===== config.mk =====
export PLATFORM = sky130hd
export DESIGN_NAME = seg_display_arbiter
export DESIGN_NICKNAME = d
export VERILOG_FILES = /design/src/rtl/seg_display_arbiter.sv
export SDC_FILE = /design/constraint.sdc
export NUM_CORES = 1
export LEC_CHECK = 0
export BUFFER_PORTS_ARGS = -buffer_cell sky130_fd_sc_hd__buf_4
export CORE_ASPECT_RATIO = 0.7
export CORE_MARGIN = 2
export CORE_UTILIZATION = 49
export CTS_CLUSTER_SIZE = 24
export DETAILED_ROUTE_END_ITERATION = 6
export PLACE_DENSITY = 0.8
export SLEW_MARGIN = 20
export SYNTH_ARGS = -nofsm -noshare
export SYNTH_HDL_FRONTEND = slang
export SYNTH_SLANG_ARGS = --single-unit

===== constraint.sdc =====
create_clock -name clk -period 4.2 [get_ports clk]
set_input_delay 0.21 -clock clk [delete_from_list [all_inputs] [get_ports clk]]
set_output_delay 0.21 -clock clk [all_outputs]
set_load 0.05 [all_outputs]

===== src/rtl/seg_display_arbiter.sv =====
// seg_display_arbiter
// Round-robin arbiter that shares one eight-digit seven-segment display
// between four requesters. Each grant is held for a minimum page time,
// and the granted client's BCD word and dot mask are registered toward
// the display controller. With no requester active, an idle pattern is shown.

module seg_display_arbiter #(
    parameter int          FREQUENCY_IN = 50_000_000,
    parameter int          HOLD_MS      = 1000,
    parameter logic [31:0] IDLE_BCD     = 32'hFFFF_FFFF,
    parameter logic [7:0]  IDLE_DOT     = 8'h00
) (
    input  logic        clk,
    input  logic        rst,
    input  logic [3:0]  req_in,
    input  logic [31:0] bcd0_in,
    input  logic [31:0] bcd1_in,
    input  logic [31:0] bcd2_in,
    input  logic [31:0] bcd3_in,
    input  logic [7:0]  dot0_in,
    input  logic [7:0]  dot1_in,
    input  logic [7:0]  dot2_in,
    input  logic [7:0]  dot3_in,
    output logic [3:0]  grant_out,
    output logic [31:0] bcdCoder_out,
    output logic [7:0]  hasDot_out,
    output logic        active_out
);

    // Page time in clock cycles, never allowed to drop below one cycle
    localparam int HOLD_RAW    = FREQUENCY_IN / 1000 * HOLD_MS;
    localparam int HOLD_CYCLES = (HOLD_RAW < 1) ? 1 : HOLD_RAW;
    localparam int CNT_W       = $clog2(HOLD_CYCLES + 1);
    localparam logic [CNT_W-1:0] HOLD_LOAD = CNT_W'(HOLD_CYCLES - 1);

    typedef enum logic {
        ST_IDLE,
        ST_HOLD
    } state_t;

    state_t           r_state;
    logic [3:0]       r_grant;
    logic [31:0]      r_bcd;
    logic [7:0]       r_dot;
    logic             r_active;
    logic [1:0]       r_rrPtr;
    logic [1:0]       r_owner;
    logic [CNT_W-1:0] r_holdCnt;

    logic [31:0] w_bcd [4];
    logic [7:0]  w_dot [4];
    logic [1:0]  w_pick;
    logic        w_anyReq;
    logic        w_otherReq;
    logic        w_ownerReq;

    assign w_bcd[0] = bcd0_in;
    assign w_bcd[1] = bcd1_in;
    assign w_bcd[2] = bcd2_in;
    assign w_bcd[3] = bcd3_in;
    assign w_dot[0] = dot0_in;
    assign w_dot[1] = dot1_in;
    assign w_dot[2] = dot2_in;
    assign w_dot[3] = dot3_in;

    assign w_anyReq   = |req_in;
    assign w_otherReq = |(req_in & ~r_grant);
    assign w_ownerReq = req_in[r_owner];

    // Round-robin pick: scanning from the far end backwards leaves the
    // closest requester to r_rrPtr as the final assignment
    always_comb begin
        w_pick = r_rrPtr;
        for (int k = 3; k >= 0; k--) begin
            if (req_in[r_rrPtr + 2'(k)]) begin
                w_pick = r_rrPtr + 2'(k);
            end
        end
    end

    // Arbitration FSM; every output is a register so the display sees clean levels
    always_ff @(posedge clk) begin
        if (!rst) begin
            r_state   <= ST_IDLE;
            r_grant   <= 4'b0000;
            r_bcd     <= IDLE_BCD;
            r_dot     <= IDLE_DOT;
            r_active  <= 1'b0;
            r_rrPtr   <= 2'd0;
            r_owner   <= 2'd0;
            r_holdCnt <= '0;
        end else begin
            case (r_state)
                ST_IDLE: begin
                    if (w_anyReq) begin
                        r_state   <= ST_HOLD;
                        r_owner   <= w_pick;
                        r_grant   <= 4'b0001 << w_pick;
                        r_bcd     <= w_bcd[w_pick];
                        r_dot     <= w_dot[w_pick];
                        r_active  <= 1'b1;
                        r_holdCnt <= HOLD_LOAD;
                        r_rrPtr   <= w_pick + 2'd1;
                    end else begin
                        r_bcd <= IDLE_BCD;
                        r_dot <= IDLE_DOT;
                    end
                end
                ST_HOLD: begin
                    if (!w_ownerReq) begin
                        if (w_anyReq) begin
                            r_owner   <= w_pick;
                            r_grant   <= 4'b0001 << w_pick;
                            r_bcd     <= w_bcd[w_pick];
                            r_dot     <= w_dot[w_pick];
                            r_active  <= 1'b1;
                            r_holdCnt <= HOLD_LOAD;
                            r_rrPtr   <= w_pick + 2'd1;
                        end else begin
                            r_state   <= ST_IDLE;
                            r_grant   <= 4'b0000;
                            r_bcd     <= IDLE_BCD;
                            r_dot     <= IDLE_DOT;
                            r_active  <= 1'b0;
                            r_holdCnt <= '0;
                        end
                    end else if ((r_holdCnt == '0) && w_otherReq) begin
                        r_owner   <= w_pick;
                        r_grant   <= 4'b0001 << w_pick;
                        r_bcd     <= w_bcd[w_pick];
                        r_dot     <= w_dot[w_pick];
                        r_active  <= 1'b1;
                        r_holdCnt <= HOLD_LOAD;
                        r_rrPtr   <= w_pick + 2'd1;
                    end else begin
                        r_bcd <= w_bcd[r_owner];
                        r_dot <= w_dot[r_owner];
                        if (r_holdCnt != '0) begin
                            r_holdCnt <= r_holdCnt - CNT_W'(1);
                        end
                    end
                end
                default: begin
                    r_state <= ST_IDLE;
                end
            endcase
        end
    end

    assign grant_out    = r_grant;
    assign bcdCoder_out = r_bcd;
    assign hasDot_out   = r_dot;
    assign active_out   = r_active;

endmodule


==> metrics.csv <==
stage,metric,value,unit
logic_synthesis,synth.top_cell.area_share,0.276,
finish,nFillCells,870,
logic_synthesis,synth_mux_area_frac,0.223,
critical_path,crit_start,r_owner[1],
power_and_ir_drop,peakVddDrop,0.243,mV
global_routing,gr-total-overflow,0,
cts,cts.sinks,76,
logic_synthesis,synth_top_family_by_area,multiplexers,
cts,clockBufferDepth,2,
logic_synthesis,syn_area,5520,um^2
cts,cts.root.buffer_cell,clkbuf_16,
logic_synthesis,post_synth_num_cell_types,59,
logic_synthesis,synth_edf_count,0,
critical_path,rr_worst_depth,5,
logic_synthesis,ys.flop_type,dfxtp_1,
power_and_ir_drop,leakage,0.00302,uW
routing,drt_iter0_markers,560,
floorplanning,die_x,131,um
floorplanning,design.core.area,11000,um^2
finish,drive_gt1_frac,0.364,
floorplanning,ioPinCount,211,
logic_synthesis,synth.top_cells.by_area,"dfxtp_1, mux4_2, nand2_1, a221o_1, mux2i_1",
routing,drt-pass1-iter-count,5,
critical_path,worstSetupEndpoint,r_holdCnt[19],
critical_path,r2r-end,r_holdCnt[19],
timing,drv_slew,0,
global_routing,antenna_found_initial,0,
timing,rsz0062_at_grt,false,
global_routing,grt_pass1_wl,28400,um
logic_synthesis,syn_avg_cell_area,8.67,um^2
timing,fin_ws,1.44,ns
cts,cts-buffers-inserted,9,
cts,postCtsResizedCells,0,
timing,fin_skew,0.00894,ns
routing,viasPerCell,6.22,
logic_synthesis,synthCells,637,
global_routing,track_usage,0.298,
floorplanning,dieArea,12100,um^2
logic_synthesis,synth_xor_area_frac,0.0238,
logic_synthesis,synth_most_common_cell,nand2_1,
routing,vias,6009,
finish,finalNetCount,980,
timing,max_freq,362,MHz
logic_synthesis,synth_seq_cells,76,
floorplanning,rows,32,
cts,cts.htree.levels,3,
logic_synthesis,synthAdderAreaFrac,0.0136,
placed_design,portBuffers,210,
logic_synthesis,seq_area_frac_synth,0.276,
logic_synthesis,ys_async_sr_fraction,0,
floorplanning,initial_core_util,0.501,
cts,insertion_delay,0.34,ns
logic_synthesis,synth-simple-area-share,0.222,
cts,cts_tree,built,
worst_hold_path,hold_class,input port to register,
timing,report.final.hold_viol_count,0,
placed_design,dp.final_hpwl,13200,um
power_and_ir_drop,powerDensity,464,nW/um^2
floorplanning,die_h,92.8,um
logic_synthesis,synth.net_count,809,
finish,layout.cells.non_filler,966,
critical_path,cp-start-kind,register,
routing,drc,0,
finish,synthToLayoutAreaGrowth,34.9,%
timing,finalCritPeriodShare,0.658,
cts,cts_setup_buffers,0,
global_routing,first_global_vias,5724,
finish,multi_input_area,3760,um^2
timing,tns,0,ns
timing,worstMarginPinSlew,1.09,ns
routing,antenna_left,0,
logic_synthesis,synth_compound_area_frac,0.196,
timing,slew_headroom,0.271,
critical_path,path_class,register to register,
critical_path,rrSetupSlack,1.44,ns
routing,routed_wl,18800,um
placed_design,gp_congestion,0.925,
critical_path,cp.arrival,3.01,ns
cts,hold_buffers,0,
critical_path,crit_fanout,20,
critical_path,timing.rr.start,r_owner[1],
job,maxCapViolations,0,
critical_path,cp-end-kind,register,
finish,diodes,0,
logic_synthesis,yosys.area.top_type,dfxtp_1,
global_routing,grt_start_max_net_pins,84,
outcome,outcome,completed,
routing,wire_per_inst,19.5,um
placed_design,place_ws,1.54,ns
logic_synthesis,synthTopCellsByCount,"nand2_1, dfxtp_1, a21oi_1",
critical_path,cp_data_required_time,4.45,ns
logic_synthesis,yosysWarnings,0,
timing,fin_crit,2.76,ns
timing,finalSetupViolCount,0,
placed_design,dp_cells,950,
cts,path_clk_slew,0.07,ns
finish,regArea,1520,um^2
timing,whs,0.258,ns
[metal layers]
layer  part of all wire  global-route usage
met5                  0                   0
met4              0.032               0.116
met3              0.099              0.0757
met2               0.49               0.500
met1               0.38               0.368
[cell families after synthesis]
| family | Yosys count |
|---|---|
| buffers and inverters | 62 |
| flip-flops | 76 |
| XOR/XNOR | 15 |
| AND/OR/NAND/NOR | 252 |
| multiplexers | 72 |
| adder cells (fa/ha/maj) | 6 |
| AO/OA/AOI/OAI | 154 |
[state kept, by name (all words and copies together), names as in the netlist]
register      cells
active_out        1
bcdCoder_out     32
grant_out         4
hasDot_out        8
r_holdCnt        26
r_owner           2
r_rrPtr           2
r_state           1
[stage by stage]
stage | total power [uW] | instance area (um^2) | util
5_1_grt | 3620 | 7450 | 0.676
2_1_floorplan | 2150 | 5520 | -
4_1_cts | 3450 | 7450 | 0.676
3_5_place_dp | 2630 | 7140 | 0.648
3_3_place_gp | 2590 | 7140 | 0.648
6_report | 3450 | 7450 | 0.676
[worst min path at each step]
stage | from | to | slack (ns) | depth (start not counted)
final | dot3_in[3] | hasDot_out[3] | 0.26 | 4
after global routing | dot3_in[0] | hasDot_out[0] | 0.27 | 4
after CTS | dot3_in[5] | hasDot_out[5] | 0.24 | 4
after detailed placement | grant_out[3] | grant_out[3] | 0.47 | 2
after global placement | grant_out[2] | grant_out[2] | 0.47 | 2
after floorplan | dot3_in[0] | hasDot_out[0] | 0.46 | 3
[critical path, cell delays in order, from the launching register on]
cell	delay, ns
dfxtp_2	0.34
mux4_2	0.72
o21ai_1	0.91
a21o_1	0.38
a211oi_1	0.10
nor3_1	0.23
[power by group]
part	internal, uW	switching [uW]
registers	850	77.0
clock network	482	330
logic	693	1020
[placed cells by master, fill, tap and decap left out, types with 4 or more instances in the layout]
cell type,count
nor2_1,24
mux2i_1,31
buf_4,215
inv_1,4
nand2b_1,4
or3_1,4
a32o_1,8
a2111oi_0,4
a221o_1,31
nor4_1,9
dfxtp_1,74
xnor2_1,13
clkbuf_16,9
ha_1,6
nand3_1,53
a21oi_1,56
nor3_1,12
nand2_1,116
mux4_2,41
o21ai_0,26
[area by class of cell]
class	instances	share of cell area
Multi-Input combinational cell	499	0.506
Timing Repair Buffer	216	0.219
Sequential cell	76	0.205
Clock buffer	10	0.0321
Tap cell	153	0.0257
Clock inverter	6	0.00958
Inverter	6	0.00302
(Power assumes the default switching activity.)
